**config.mk**
```make
export PLATFORM = sky130hd
export DESIGN_NAME = digital_scan
export DESIGN_NICKNAME = d
export VERILOG_FILES = /design/src/rtl/digital_pkg.sv /design/src/rtl/scan_timer.sv /design/src/rtl/digital_scan.sv
export SDC_FILE = /design/constraint.sdc
export NUM_CORES = 1
export LEC_CHECK = 0
export CELL_PAD_IN_SITES_DETAIL_PLACEMENT = 1
export CELL_PAD_IN_SITES_GLOBAL_PLACEMENT = 2
export CORE_AREA = 4 4 117 119
export DETAILED_ROUTE_END_ITERATION = 8
export DIE_AREA = 0 0 121 123
export PLACE_DENSITY_LB_ADDON = 0.3
export SLEW_MARGIN = 20
export SYNTH_ARGS = -nofsm -noshare
export SYNTH_HDL_FRONTEND = slang
export SYNTH_HIERARCHICAL = 1
export SYNTH_SLANG_ARGS = --single-unit
export TNS_END_PERCENT = 30
```
**constraint.sdc**
```tcl
create_clock -name clk -period 7 [get_ports clk]
set_input_delay 0.7 -clock clk [delete_from_list [all_inputs] [get_ports clk]]
set_output_delay 0.7 -clock clk [all_outputs]
set_load 0.02 [all_outputs]
```
**src/rtl/digital_pkg.sv**
```systemverilog
// digital_scan shared types and the 7-segment code map.
// Segment vectors are {g,f,e,d,c,b,a}, active-low.
package digital_pkg;

  typedef enum logic {
    BLANK,
    SHOW
  } scan_state_t;

  localparam logic [6:0] SEG_BLANK = 7'b111_1111;

  function automatic logic [6:0] seg_decode(
    input logic [3:0] code
  );
    unique case (code)
      4'h0:    seg_decode = 7'b100_0000;
      4'h1:    seg_decode = 7'b111_1001;
      4'h2:    seg_decode = 7'b010_0100;
      4'h3:    seg_decode = 7'b011_0000;
      4'h4:    seg_decode = 7'b001_1001;
      4'h5:    seg_decode = 7'b001_0010;
      4'h6:    seg_decode = 7'b000_0010;
      4'h7:    seg_decode = 7'b111_1000;
      4'h8:    seg_decode = 7'b000_0000;
      4'h9:    seg_decode = 7'b001_0000;
      4'hA:    seg_decode = 7'b000_1000;
      4'hB:    seg_decode = 7'b000_0011;
      4'hC:    seg_decode = 7'b100_0110;
      4'hD:    seg_decode = 7'b010_0001;
      4'hE:    seg_decode = 7'b000_0110;
      default: seg_decode = SEG_BLANK;
    endcase
  endfunction

endpackage

```
**src/rtl/scan_timer.sv**
```systemverilog
// Slot counter, digit index and BLANK/SHOW FSM.
// Exposes next-cycle values so the top can register outputs in step.
module scan_timer #(
  parameter  int DIGITS       = 8,
  parameter  int SCAN_DIV     = 50000,
  parameter  int BLANK_CYCLES = 16,
  localparam int CW = (SCAN_DIV > 1) ? $clog2(SCAN_DIV) : 1,
  localparam int IW = (DIGITS > 1) ? $clog2(DIGITS) : 1
) (
  input  logic          clk,
  input  logic          rst,
  output logic [CW-1:0] cnt_nx,
  output logic [IW-1:0] idx_nx,
  output logic          show_nx,
  output logic          frame_start
);
  import digital_pkg::*;

  localparam logic [CW-1:0] CNT_LAST = CW'(SCAN_DIV - 1);
  localparam logic [CW-1:0] CNT_SHOW = CW'(BLANK_CYCLES);
  localparam logic [IW-1:0] IDX_LAST = IW'(DIGITS - 1);

  logic [CW-1:0] cnt;
  logic [IW-1:0] idx;
  scan_state_t   state, state_nx;

  always_ff @(posedge clk) begin
    if (rst) begin
      cnt   <= '0;
      idx   <= '0;
      state <= BLANK;
    end else begin
      cnt   <= cnt_nx;
      idx   <= idx_nx;
      state <= state_nx;
    end
  end

  always_comb begin
    cnt_nx = cnt + 1'b1;
    idx_nx = idx;
    if (rst) begin
      cnt_nx = '0;
      idx_nx = '0;
    end else if (cnt == CNT_LAST) begin
      cnt_nx = '0;
      idx_nx = (idx == IDX_LAST) ? '0 : idx + 1'b1;
    end
    state_nx = (cnt_nx >= CNT_SHOW) ? SHOW : BLANK;
  end

  always_comb begin
    show_nx     = (state_nx == SHOW);
    frame_start = (cnt == '0) && (idx == '0);
  end

endmodule

```
**src/rtl/digital_scan.sv**
```systemverilog
// Multiplexed common-anode 7-segment driver with per-frame
// snapshot, dead-time blanking and leading-zero suppression.
module digital_scan #(
  parameter int DIGITS         = 8,
  parameter int SCAN_DIV       = 50000,
  parameter int BLANK_CYCLES   = 16,
  parameter int SEL_ACTIVE_LOW = 1
) (
  input  logic                  clk,
  input  logic                  rst,
  input  logic [4*DIGITS-1:0]   data,
  input  logic [DIGITS-1:0]     dp,
  input  logic [DIGITS-1:0]     en,
  input  logic                  lz_blank,
  output logic [6:0]            hex,
  output logic                  dp_out,
  output logic [DIGITS-1:0]     sel
);
  import digital_pkg::*;

  localparam int CW = (SCAN_DIV > 1) ? $clog2(SCAN_DIV) : 1;
  localparam int IW = (DIGITS > 1) ? $clog2(DIGITS) : 1;
  localparam logic [DIGITS-1:0] SEL_OFF =
    (SEL_ACTIVE_LOW != 0) ? '1 : '0;

  typedef struct packed {
    logic [4*DIGITS-1:0] data;
    logic [DIGITS-1:0]   dp;
    logic [DIGITS-1:0]   en;
    logic                lz;
  } snap_t;

  snap_t         snap, snap_d;
  logic [CW-1:0] cnt_nx;
  logic [IW-1:0] idx_nx;
  logic          show_nx;
  logic          frame_start;

  logic [DIGITS-1:0] supp;
  logic [DIGITS-1:0] onehot;
  logic [3:0]        code;
  logic              dp_sel, en_sel, supp_sel, run;

  scan_timer #(
    .DIGITS       (DIGITS),
    .SCAN_DIV     (SCAN_DIV),
    .BLANK_CYCLES (BLANK_CYCLES)
  ) u_timer (
    .clk         (clk),
    .rst         (rst),
    .cnt_nx      (cnt_nx),
    .idx_nx      (idx_nx),
    .show_nx     (show_nx),
    .frame_start (frame_start)
  );

  always_comb begin
    snap_d = snap;
    if (frame_start) begin
      snap_d.data = data;
      snap_d.dp   = dp;
      snap_d.en   = en;
      snap_d.lz   = lz_blank;
    end
  end

  // Zero run from the top digit down; digit 0 always shows.
  always_comb begin
    supp = '0;
    run  = snap_d.lz;
    for (int i = DIGITS - 1; i >= 1; i--) begin
      run     = run && (snap_d.data[4*i +: 4] == 4'h0);
      supp[i] = run;
    end
  end

  always_comb begin
    code     = '0;
    dp_sel   = 1'b0;
    en_sel   = 1'b0;
    supp_sel = 1'b0;
    onehot   = '0;
    for (int i = 0; i < DIGITS; i++) begin
      if (idx_nx == IW'(i)) begin
        code      = snap_d.data[4*i +: 4];
        dp_sel    = snap_d.dp[i];
        en_sel    = snap_d.en[i];
        supp_sel  = supp[i];
        onehot[i] = 1'b1;
      end
    end
  end

  always_ff @(posedge clk) begin
    if (rst) begin
      snap   <= '0;
      hex    <= SEG_BLANK;
      dp_out <= 1'b1;
      sel    <= SEL_OFF;
    end else begin
      snap <= snap_d;
      if (show_nx && en_sel) begin
        hex    <= supp_sel ? SEG_BLANK : seg_decode(code);
        dp_out <= ~dp_sel;
        sel    <= (SEL_ACTIVE_LOW != 0) ? ~onehot : onehot;
      end else begin
        hex    <= SEG_BLANK;
        dp_out <= 1'b1;
        sel    <= SEL_OFF;
      end
    end
  end

endmodule

```
==> results of run 1 <==
[flip-flops by register name, summed over array words and instances, names as in the netlist]
name,flops
snap,49
u_timer/cnt,16
sel,8
hex,7
u_timer/idx,3
dp_out,1
[per-stage QoR]
step                utilization [%]  instances
global placement              41.92        681
floorplan                         -        473
finish                        44.36        697
detailed placement            41.92        681
CTS                           44.36        697
global route                  44.36        697
[cell usage in the layout (no fill, tap or decap), drive strengths merged, types with 9 or more instances in the layout]
master	count
dfxtp	84
nor2	79
clkdlybuf4s50	65
mux2i	62
nand2	20
inv	17
mux4	15
nand3	15
xnor2	12
nor3	12
ha	11
clkbuf	9
nor4	9
[layer usage]
| layer | vias up | global-route usage [%] |
|---|---|---|
| li1 | 1787 | - |
| met2 | 47 | 27.86 |
| met1 | 1755 | 21.93 |
| met3 | 10 | 2.973 |
| met4 | 0 | 6.374 |
| met5 | - | 0 |
[worst reg2reg max path: cells and delay by family (launching register included)]
| family | cells | cell delay (ns) |
|---|---|---|
| simple gates | 6 | 2.04 |
| compound gates | 2 | 0.70 |
| mux | 3 | 0.60 |
| buf+inv | 2 | 0.46 |
| flops | 1 | 0.41 |
| fa+ha+maj | 1 | 0.25 |
[final cells by class]
class | instances | area (µm²) | area share, %
Multi-Input combinational cell | 339 | 2619 | 46.97
Sequential cell | 84 | 1682 | 30.16
Timing Repair Buffer | 72 | 700.7 | 12.57
Clock buffer | 9 | 225.2 | 4.039
Tap cell | 172 | 215.2 | 3.860
Clock inverter | 7 | 81.33 | 1.459
Inverter | 14 | 52.55 | 0.9425
[path summary, 6_finish.rpt]
check	end	slack (ns)	startpoint
hold / removal	u_timer/cnt[0]$_SDFF_PP0_	0.48	u_timer/cnt[0]$_SDFF_PP0_
setup reg to reg	hex[0]$_SDFF_PP1_	2.42	u_timer/cnt[5]$_SDFF_PP0_
hold reg to reg	u_timer/cnt[0]$_SDFF_PP0_	0.48	u_timer/cnt[0]$_SDFF_PP0_
setup / recovery	hex[0]$_SDFF_PP1_	2.42	u_timer/cnt[5]$_SDFF_PP0_
[power by group through the flow]
stage | sequential [µW] | combinational [µW] | clock, µW
global placement | 532 | 237 | 0
floorplan | 528 | 185 | 0
CTS | 523 | 245 | 506
detailed placement | 534 | 243 | 0
global route | 526 | 266 | 527
finish | 523 | 241 | 490
==> results.md, run 1 <==
- Status: finished clean
- Hold Crit Class: reg -> reg
- Worst hold slack after final layout: 0.4782 ns
- Critical path class: reg -> reg
- Final-report max-slew violation count: 0
- Minimum clock period after layout: 4.584 ns
- Remaining routing DRC violations: 0
- Setup slack at placement: 2.410 ns
- Die Span Y: 123 µm
- Number of iterations in the first detailed-routing pass: 4
- Power Density: between 200 and 250 nW/µm²
- Startpoint class of the critical path: register
- WL met1: roughly 5.5 mm
- Upper clock frequency limit: 218.2 MHz
- Core Footprint: 12570 µm²
- Sum of met3 wire segment lengths after detailed routing: 379 µm
- Growth of design area from synthesis to finish: 22.15%
- Number of max-capacitance violations reported: 0
- Number of buffers added for setup after CTS: 0
- Detail Placement HPWL: between 8 and 9 mm
- CTS Buf Count: 9
- Routed wire length per instance: 17.02 µm
- Share of post-route cells with drive strength above 1: 11.24%
- Slew at the pin with the worst max-slew slack: roughly 1 ns
- Final Worst Setup Slack: 2.416 ns
- Via count of the first global-routing pass: 3721
- Logic depth of the worst register-to-register path: 14
- Clock buffer depth: 2
- Internal power consumption: 909.0 µW
- Resize count post-CTS: 0
- Hold Path Cell Cnt: 1
- Number of antenna violations at the first check in global routing: 0
- Clk_skew: 0.008720 ns
- Wire length on met2: 5.805 mm
- Global-route wire length before repair: 19.67 mm
- Crit-path cells: nor4_4, nand2_1, or4_1, mux2i_1, nor2_2, buf_4, nand2b_1, o22ai_1, o311ai_2, inv_2, ha_1, mux2_4, mux2i_1, nand2_1
- Fin crit share: 65.48%
- Initial core utilization: 36.32%
- P_leak: 0.002139 µW
- Clock insertion delay at the later pin of the skew report: 0.35 ns
- Maximum number of pins on one net before global-route repair: 59
- Area of the die: 14880 µm²
- CTS sink cnt: 84
- Highest metal layer with signal wires: met4
- Slowest library cell on the worst path: sky130_fd_sc_hd__nor2_2
- Slew Limit Headroom: about a third
- GRT Total Usage: 16.80%
- Yosys warnings: 6
- Setup total negative slack: 0 ns
- Clock Power Share: between 30 and 40%
- Number of buffers inserted for hold repair after clock tree synthesis: 0
- Switching part of the total: 27.54%
- TritonCTS clock tree: yes
- Vias after detailed routing: 3599
- Per-instance average area after synthesis: around 9.6 µm²
- Largest voltage drop on the vdd net: approximately 90 µV
- Row count: 41
- Unrepaired setup endpoints after global routing: no
- Die Wd: 121 µm
- Detail Route Antenna Nets: 0
- Final Hold Fails: 0
- Required time of the critical path: 7.23 ns
- Count of buffers from port buffering: 66
- Instance count of the mapped netlist: 473
- Routability cong.: 0.7530
- WP buf/inv: 2
- Count of antenna diodes in the layout: 0
- Clock transition at the registers of the reported paths: 0.06 ns
- Crit. path cell count: 14
- DRT Wirelength: 11.86 mm
- Number of endpoints failing setup at the final stage: 0
- P_sw: between 300 and 400 µW
- Final Net Count: just under 600
- CP peak stage delay: 0.77 ns
- Data arrival time of the critical path: between 4 and 5 ns
- Total power: 1255 µW
- Final design instance area without fill: 5575 µm²
- Max FO, Critical Path: 22
- Post-Syn Area: 4564 µm²
- Drt initial violations: 192
- Buffer cell driving the clock tree root: sky130_fd_sc_hd__clkbuf_16
- Vias per Instance: between 5 and 6
- IO Count: 67
- Number of nets produced by synthesis: between 500 and 600
- Worst Setup End Kind: register
- Grt ovf: 0
- Cell type group with the largest total delay on the critical path: simple AND/OR/NAND/NOR gates
- H-tree depth: 3
- Part of the total power dissipated in sequential elements: 41.7%
- Combinational fraction of design power: 19.2%
- Post-Place Cell Area: about 5300 µm²
- Filler Cells Inserted: 1431
Power figures use the tool's default switching activity.
==> inputs of run 2 (changes only) <==
--- a/config.mk
+++ b/config.mk
@@ -7,9 +7,9 @@
 export LEC_CHECK = 0
 export CELL_PAD_IN_SITES_DETAIL_PLACEMENT = 1
 export CELL_PAD_IN_SITES_GLOBAL_PLACEMENT = 2
-export CORE_AREA = 4 4 117 119
+export CORE_AREA = 4 4 122 124
 export DETAILED_ROUTE_END_ITERATION = 8
-export DIE_AREA = 0 0 121 123
+export DIE_AREA = 0 0 126 128
 export PLACE_DENSITY_LB_ADDON = 0.3
 export SLEW_MARGIN = 20
 export SYNTH_ARGS = -nofsm -noshare
==> constraint.sdc (replaced) <==
create_clock -name clk -period 4.4 [get_ports clk]
set_input_delay 0.44 -clock clk [delete_from_list [all_inputs] [get_ports clk]]
set_output_delay 0.44 -clock clk [all_outputs]
set_load 0.02 [all_outputs]
==> run 2 against run 1 <==
Worst hold slack better by 0.013 ns. Final area is 1.7% higher. Register-to-register slack worse by 2.0 ns. Via count hardly changed. Cell count is 1.9% higher. Clock power is 68% higher. Utilization is 3.2 points lower. Die area is 8.4% higher. First-iteration DRC count is 3.6% lower. Sequential share of layout area is 0.49 points lower. Non-clock buffer count is 5 higher. Count of clock-buffer cells in the layout is 1 higher. Critical path type unchanged.
==> results.md, run 2 (same netlist as run 1, synthesis figures left out) <==
- Status: finished clean (unchanged)
- IO Count: 67 (unchanged)
- Max FFs per register: 49 (unchanged)
- Slowest library cell on the worst path: sky130_fd_sc_hd__or4_1 (was sky130_fd_sc_hd__nor2_2)
- Power Density: 361.2 nW/µm² (was 225.0 nW/µm²)
- Minimum clock period after layout: 3.969 ns (was 4.584 ns)
- Largest register by flop count: snap (unchanged)
- Switching part of the total: 25.89% (was 27.54%)
- Fin crit share: 90.21% (was 65.48%)
- Setup slack at placement: 0.4166 ns (was 2.410 ns)
- Hold path start: snap[5]$_SDFF_PP0_ (was u_timer/cnt[0]$_SDFF_PP0_)
- Clock Power Share: 40.1% (was 39.1%)
- Upper clock frequency limit: 251.9 MHz (was 218.2 MHz)
- Routed wire length per instance: 16.84 µm (was 17.02 µm)
- Worst Setup End Kind: register (unchanged)
- Final-report max-slew violation count: 0 (unchanged)
- Core Footprint: 13770 µm² (was 12570 µm²)
- Most numerous cell on the critical path: sky130_fd_sc_hd__nand2_1
- Worst hold slack after final layout: 0.4912 ns (was 0.4782 ns)
- Share of post-route cells with drive strength above 1: 12.08% (was 11.24%)
- Post-Place Cell Area: 5341 µm² (was 5269 µm²)
- Max FO, Critical Path: 20 (was 22)
- Number of endpoints failing setup at the final stage: 0 (unchanged)
- Vias per Instance: 5.066 (was 5.164)
- Final Worst Setup Slack: 0.4308 ns (was 2.416 ns)
- Internal power consumption: 1517 µW (was 909.0 µW)
- Final design instance area without fill: 5668 µm² (was 5575 µm²)
- Buffer cell driving the clock tree root: sky130_fd_sc_hd__clkbuf_16 (unchanged)
- Part of the total power dissipated in sequential elements: 40.7% (was 41.7%)
- Required time of the critical path: 4.63 ns (was 7.23 ns)
- Final Hold Fails: 0 (unchanged)
- TritonCTS clock tree: yes (unchanged)
- Setup total negative slack: 0 ns (unchanged)
- CP peak stage delay: 0.66 ns (was 0.77 ns)
- Utilization after layout: 41.15% (was 44.36%)
- CTS Buf Count: 9 (unchanged)
- Global-route wire length before repair: 19.87 mm (was 19.67 mm)
- Combinational fraction of design power: 19.2% (about the same)
- Count of buffers from port buffering: 66 (unchanged)
- P_sw: 530.0 µW (was 345.5 µW)
- Routability cong.: 0.8145 (was 0.7530)
- Number of buffers added for setup after CTS: 0 (unchanged)
- Most used cells in the layout excluding fill and tap cells: 84 x sky130_fd_sc_hd__dfxtp_1, 78 x sky130_fd_sc_hd__nor2_1, 65 x sky130_fd_sc_hd__clkdlybuf4s50_1 (unchanged)
- Die Wd: 126 µm (was 121 µm)
- Largest registers: snap (49), u_timer/cnt (16), sel (8) (unchanged)
- Hold Crit Class: reg -> reg (unchanged)
- Detail Route Antenna Nets: 0 (unchanged)
- Cell type group with the largest total delay on the critical path: simple AND/OR/NAND/NOR gates (unchanged)
- Startpoint class of the critical path: register (unchanged)
- Slew Limit Headroom: 42.62% (was 32.79%)
- Number of max-capacitance violations reported: 0 (unchanged)
- Data arrival time of the critical path: 4.20 ns (was 4.81 ns)
- Startpoint of the lowest-slack register-to-register path: u_timer/cnt[5]$_SDFF_PP0_ (unchanged)
- Final Net Count: 587 (was 582)
- Maximum number of pins on one net before global-route repair: 62 (was 59)
- Area of the die: 16130 µm² (was 14880 µm²)
- Number of antenna violations at the first check in global routing: 0 (unchanged)
- Row count: 43 (was 41)
- Crit. path cell count: 14 (unchanged)
- Most common library cell in the layout ignoring fill and taps: sky130_fd_sc_hd__dfxtp_1 (unchanged)
- Largest voltage drop on the vdd net: 170.6 µV (was 89.60 µV)
- CTS sink cnt: 84 (unchanged)
- Clock buffer depth: 2 (unchanged)
- P_leak: 0.002187 µW (was 0.002139 µW)
- Endpoint of the worst setup timing path: hex[0]$_SDFF_PP1_ (unchanged)
- Via count of the first global-routing pass: 3759 (was 3721)
- Critical path class: reg -> reg (unchanged)
- Logic depth of the worst register-to-register path: 14 (unchanged)
- Number of buffers inserted for hold repair after clock tree synthesis: 0 (unchanged)
- Initial core utilization: 33.14% (was 36.32%)
- Beginning of the critical path: u_timer/cnt[5]$_SDFF_PP0_ (unchanged)
- Clk_skew: 0.005505 ns (was 0.008720 ns)
- Vias after detailed routing: 3597 (was 3599)
- Crit-path cells: nor4_4, nand2_1, or4_1, or3_1, a21oi_1, buf_4, inv_1, nand2_1, a31oi_1, o22a_1, ha_1, mux2_4, mux2i_1, nand2_1 (was nor4_4, nand2_1, or4_1, mux2i_1, nor2_2, buf_4, nand2b_1, o22ai_1, o311ai_2, inv_2, ha_1, mux2_4, mux2i_1, nand2_1)
- Slew at the pin with the worst max-slew slack: 0.8529 ns (was 1.007 ns)
- Unrepaired setup endpoints after global routing: no (unchanged)
- Number of iterations in the first detailed-routing pass: 4 (unchanged)
- Growth of design area from synthesis to finish: 24.18% (was 22.15%)
- Clock insertion delay at the later pin of the skew report: 0.34 ns (was 0.35 ns)
- Clock transition at the registers of the reported paths: 0.06 ns (about the same)
- Remaining routing DRC violations: 0 (unchanged)
- Die Span Y: 128 µm (was 123 µm)
- WP buf/inv: 2 (unchanged)
- Hold Path Cell Cnt: 2 (was 1)
- Resize count post-CTS: 0 (unchanged)
- Setup slack, reg-to-reg: 0.43 ns (was 2.42 ns)
- Drt initial violations: 185 (was 192)
- H-tree depth: 3 (unchanged)
- Grt ovf: 0 (unchanged)
- Terminus of the critical flop-to-flop path: hex[0]$_SDFF_PP1_ (unchanged)
- DRT Wirelength: 11.96 mm (was 11.86 mm)
- GRT Total Usage: 15.38% (was 16.80%)
- Count of antenna diodes in the layout: 0 (unchanged)
- Detail Placement HPWL: 8.892 mm (was 8.716 mm)
## run 2: how the worst min path moves through the flow
stage | to | slack [ns]
detailed placement | snap[5]$_SDFF_PP0_ | 0.48
CTS | snap[5]$_SDFF_PP0_ | 0.50
global route | snap[10]$_SDFF_PP0_ | 0.52
finish | snap[5]$_SDFF_PP0_ | 0.49
floorplan | u_timer/cnt[0]$_SDFF_PP0_ | 0.44
global placement | u_timer/cnt[0]$_SDFF_PP0_ | 0.46
## run 2: final cells by class
type / count / area, µm²
Multi-Input combinational cell: 339 / 2619
Tap cell: 180 / 225.2
Clock inverter: 6 / 87.58
Fill cell: 1599 / 8105
Timing Repair Buffer: 77 / 763.2
Inverter: 14 / 52.55
Sequential cell: 84 / 1682
Clock buffer: 10 / 239.0
## run 2: tightest hold or removal path, delay by kind of cell (launching register included)
family	cells	cell delay (ns)
and+or+nand+nor	1	0.07
DFF	1	0.32
muxes	1	0.06
## run 2: metrics by stage
stage,cells,total power [µW]
detailed placement,694,1245
finish,710,2047
global placement,694,1235
floorplan,473,1133
CTS,710,2084
global route,710,2163
## run 2: power by group through the flow
stage / Sequential [µW] / Clock [µW] / Combinational [µW]
CTS: 832 / 854 / 398
floorplan: 839 / 0 / 294
finish: 832 / 822 / 393
global placement: 846 / 0 / 389
detailed placement: 848 / 0 / 397
global route: 839 / 892 / 433
## run 2: routing by layer
layer | vias to the layer above | GRT usage (%) | share of wire [%]
met4 | 0 | 3.596 | 0.90
met3 | 7 | 4.250 | 3.8
li1 | 1787 | - | -
met5 | - | 0 | 0
met2 | 59 | 25.35 | 49
met1 | 1744 | 20.16 | 47
==> inputs of run 3 (changes only) <==
--- a/config.mk
+++ b/config.mk
@@ -7,9 +7,10 @@
 export LEC_CHECK = 0
 export CELL_PAD_IN_SITES_DETAIL_PLACEMENT = 1
 export CELL_PAD_IN_SITES_GLOBAL_PLACEMENT = 2
-export CORE_AREA = 4 4 122 124
+export CORE_AREA = 4 4 120 122
+export CTS_BUF_LIST = sky130_fd_sc_hd__clkbuf_2 sky130_fd_sc_hd__clkbuf_4 sky130_fd_sc_hd__clkbuf_8
 export DETAILED_ROUTE_END_ITERATION = 8
-export DIE_AREA = 0 0 126 128
+export DIE_AREA = 0 0 124 126
 export PLACE_DENSITY_LB_ADDON = 0.3
 export SLEW_MARGIN = 20
 export SYNTH_ARGS = -nofsm -noshare
==> run 3 against run 2 <==
Clock skew rose by 0.011 ns. Clock power fell by 36%. Global-route usage rose by 1.0 points. Combinational power barely moved. Power fell by 14%. Count of clock-buffer cells in the layout rose by 3. Fmax fell by 2.0%. Sequential power barely moved. Setup slack got worse by 0.083 ns. Final area fell by 2.5%. Register-to-register slack got worse by 0.08 ns. Sequential cell count did not move.
==> results.md, run 3 (same netlist as run 1, synthesis figures left out) <==
- Startpoint class of the critical path: register (unchanged)
- Buffer cell driving the clock tree root: sky130_fd_sc_hd__clkbuf_8 (was sky130_fd_sc_hd__clkbuf_16)
- Count of antenna diodes in the layout: 0 (unchanged)
- Via count of the first global-routing pass: 3972 (was 3759)
- Terminus of the critical flop-to-flop path: hex[0]$_SDFF_PP1_ (unchanged)
- Die Span Y: 126 µm (was 128 µm)
- Status: finished clean (unchanged)
- Clock transition at the registers of the reported paths: 0.08 ns (was 0.06 ns)
- Critical path class: reg -> reg (unchanged)
- Slew Limit Headroom: 48.33% (was 42.62%)
- Count of buffers from port buffering: 66 (unchanged)
- Max FFs per register: 49 (unchanged)
- Slew at the pin with the worst max-slew slack: 0.7751 ns (was 0.8529 ns)
- Grt ovf: 0 (unchanged)
- Setup slack, reg-to-reg: 0.35 ns (was 0.43 ns)
- Required time of the critical path: 4.66 ns (was 4.63 ns)
- H-tree depth: 3 (unchanged)
- Largest register by flop count: snap (unchanged)
- Clock buffer depth: 2 (unchanged)
- Most used cells in the layout excluding fill and tap cells: 84 x sky130_fd_sc_hd__dfxtp_1, 78 x sky130_fd_sc_hd__nor2_1, 65 x sky130_fd_sc_hd__clkdlybuf4s50_1 (unchanged)
- CTS Buf Count: 9 (unchanged)
- Number of max-capacitance violations reported: 0 (unchanged)
- Most common library cell in the layout ignoring fill and taps: sky130_fd_sc_hd__dfxtp_1 (unchanged)
- Final Hold Fails: 0 (unchanged)
- Area of the die: 15620 µm² (was 16130 µm²)
- Startpoint of the lowest-slack register-to-register path: u_timer/cnt[5]$_SDFF_PP0_ (unchanged)
- Unrepaired setup endpoints after global routing: yes (was no)
- Clock insertion delay at the later pin of the skew report: 0.38 ns (was 0.34 ns)
- Setup total negative slack: 0 ns (unchanged)
- Vias per Instance: 5.184 (was 5.066)
- TritonCTS clock tree: yes (unchanged)
- Row count: 42 (was 43)
- Data arrival time of the critical path: 4.32 ns (was 4.20 ns)
- Hold worst-path end: u_timer/cnt[0]$_SDFF_PP0_ (was snap[5]$_SDFF_PP0_)
- Largest registers: snap (49), u_timer/cnt (16), sel (8) (unchanged)
- Global-route wire length before repair: 20.27 mm (was 19.87 mm)
- Hold Crit Class: reg -> reg (unchanged)
- IO Count: 67 (unchanged)
- Die Wd: 124 µm (was 126 µm)
- Upper clock frequency limit: 246.8 MHz (was 251.9 MHz)
- Largest voltage drop on the vdd net: 134.6 µV (was 170.6 µV)
- Share of post-route cells with drive strength above 1: 12.08% (unchanged)
- Total power: 1756 µW (was 2047 µW)
- Detail Route Antenna Nets: 0 (unchanged)
- Maximum number of pins on one net before global-route repair: 39 (was 62)
- Logic depth of the worst register-to-register path: 15 (was 14)
- Number of antenna violations at the first check in global routing: 0 (unchanged)
- GRT Total Usage: 16.43% (was 15.38%)
- Final design instance area without fill: 5525 µm² (was 5668 µm²)
- Utilization after layout: 41.89% (was 41.15%)
- Minimum clock period after layout: 4.052 ns (was 3.969 ns)
- Power Density: 317.7 nW/µm² (was 361.2 nW/µm²)
- Growth of design area from synthesis to finish: 21.05% (was 24.18%)
- DRT Wirelength: 12.04 mm (was 11.96 mm)
- Max FO, Critical Path: 21 (was 20)
- Number of iterations in the first detailed-routing pass: 4 (unchanged)
- Initial core utilization: 34.60% (was 33.14%)
- Worst Setup End Kind: register (unchanged)
- Vias after detailed routing: 3660 (was 3597)
- Number of buffers added for setup after CTS: 0 (unchanged)
- CTS sink cnt: 84 (unchanged)
- Number of endpoints failing setup at the final stage: 0 (unchanged)
- Post-Place Cell Area: 5324 µm² (was 5341 µm²)
- Drt initial violations: 121 (was 185)
- Fin crit share: 92.09% (was 90.21%)
- Final Net Count: 587 (unchanged)
- Routability cong.: 0.8259 (was 0.8145)
- P_leak: 0.002111 µW (was 0.002187 µW)
- Hold path start: u_timer/cnt[0]$_SDFF_PP0_ (was snap[5]$_SDFF_PP0_)
- Detail Placement HPWL: 9.151 mm (was 8.892 mm)
- Remaining routing DRC violations: 0 (unchanged)
- Final-report max-slew violation count: 0 (unchanged)
- Hold Path Cell Cnt: 1 (was 2)
- Routed wire length per instance: 17.05 µm (was 16.84 µm)
- Core Footprint: 13190 µm² (was 13770 µm²)
- Clk_skew: 0.01680 ns (was 0.005505 ns)
==> run 3: per-stage QoR <==
stage / instances / setup WS (ns) / hold slack, ns
2_1_floorplan: 473 / 0.6186 / 0.4410
3_3_place_gp: 690 / 0.3143 / 0.4581
3_5_place_dp: 690 / 0.1690 / 0.4843
4_1_cts: 706 / 0.1497 / 0.5065
5_1_grt: 706 / -0.01444 / 0.5266
6_report: 706 / 0.3481 / 0.4963
==> run 3: critical path, stage by stage (launching register included) <==
cell and delay, ns:
sky130_fd_sc_hd__dfxtp_1 0.41, sky130_fd_sc_hd__nor4_4 0.30, sky130_fd_sc_hd__nand2_1 0.11, sky130_fd_sc_hd__or4_1 0.65, sky130_fd_sc_hd__mux2i_1 0.23, sky130_fd_sc_hd__nor2_4 0.26
sky130_fd_sc_hd__buf_6 0.26, sky130_fd_sc_hd__mux4_2 0.32, sky130_fd_sc_hd__o21ai_0 0.27, sky130_fd_sc_hd__o22a_1 0.30, sky130_fd_sc_hd__inv_1 0.14, sky130_fd_sc_hd__ha_1 0.25
sky130_fd_sc_hd__inv_1 0.10, sky130_fd_sc_hd__mux2i_1 0.08, sky130_fd_sc_hd__mux2i_1 0.17, sky130_fd_sc_hd__nand2_1 0.07
==> run 3: how the worst max path moves through the flow <==
stage / from / end / slack, ns / cells past startpoint
finish: u_timer/cnt[5]$_SDFF_PP0_ / hex[0]$_SDFF_PP1_ / 0.35 / 15
global route: u_timer/cnt[5]$_SDFF_PP0_ / hex[4]$_SDFF_PP1_ / -0.01 / 15
CTS: u_timer/cnt[5]$_SDFF_PP0_ / hex[0]$_SDFF_PP1_ / 0.15 / 15
detailed placement: u_timer/cnt[5]$_SDFF_PP0_ / hex[4]$_SDFF_PP1_ / 0.17 / 15
global placement: u_timer/cnt[5]$_SDFF_PP0_ / hex[0]$_SDFF_PP1_ / 0.31 / 15
floorplan: u_timer/cnt[5]$_SDFF_PP0_ / hex[0]$_SDFF_PP1_ / 0.62 / 16
==> run 3: where the power goes <==
part           internal [µW]  total (µW)  leakage (µW)  switching (µW)
Sequential               805         831      0.000688            26.4
Clock                    240         529     0.0000861             289
Combinational            202         396       0.00134             194
Total                   1250        1760       0.00211             509
==> run 3: final cells by class <==
| class | count | area, µm² |
|---|---|---|
| fill | 1518 | 7665 |
| clock buffer | 13 | 160.2 |
| multi-input combinational | 339 | 2634 |
| tap | 176 | 220.2 |
| clock inverter | 3 | 22.52 |
| sequential | 84 | 1682 |
| timing repair buffer | 77 | 754.5 |
| inverter | 14 | 52.55 |
==> run 3: per-layer routing <==
| metal | track usage [%] | vias to the layer above | wire length, µm |
|---|---|---|---|
| met1 | 20.89 | 1798 | 5494 |
| met2 | 27.27 | 55 | 5902 |
| met4 | 4.188 | 0 | 179 |
| li1 | - | 1790 | - |
| met3 | 4.753 | 17 | 464 |
| met5 | 0 | - | 0 |
==> run 3: what timing repair did <==
| item | in CTS | in global routing |
|---|---|---|
| hold buffers | 0 | 0 |
| endpoints found under the setup margin | 0 | 5 |
| gates resized for setup | 0 | 3 |
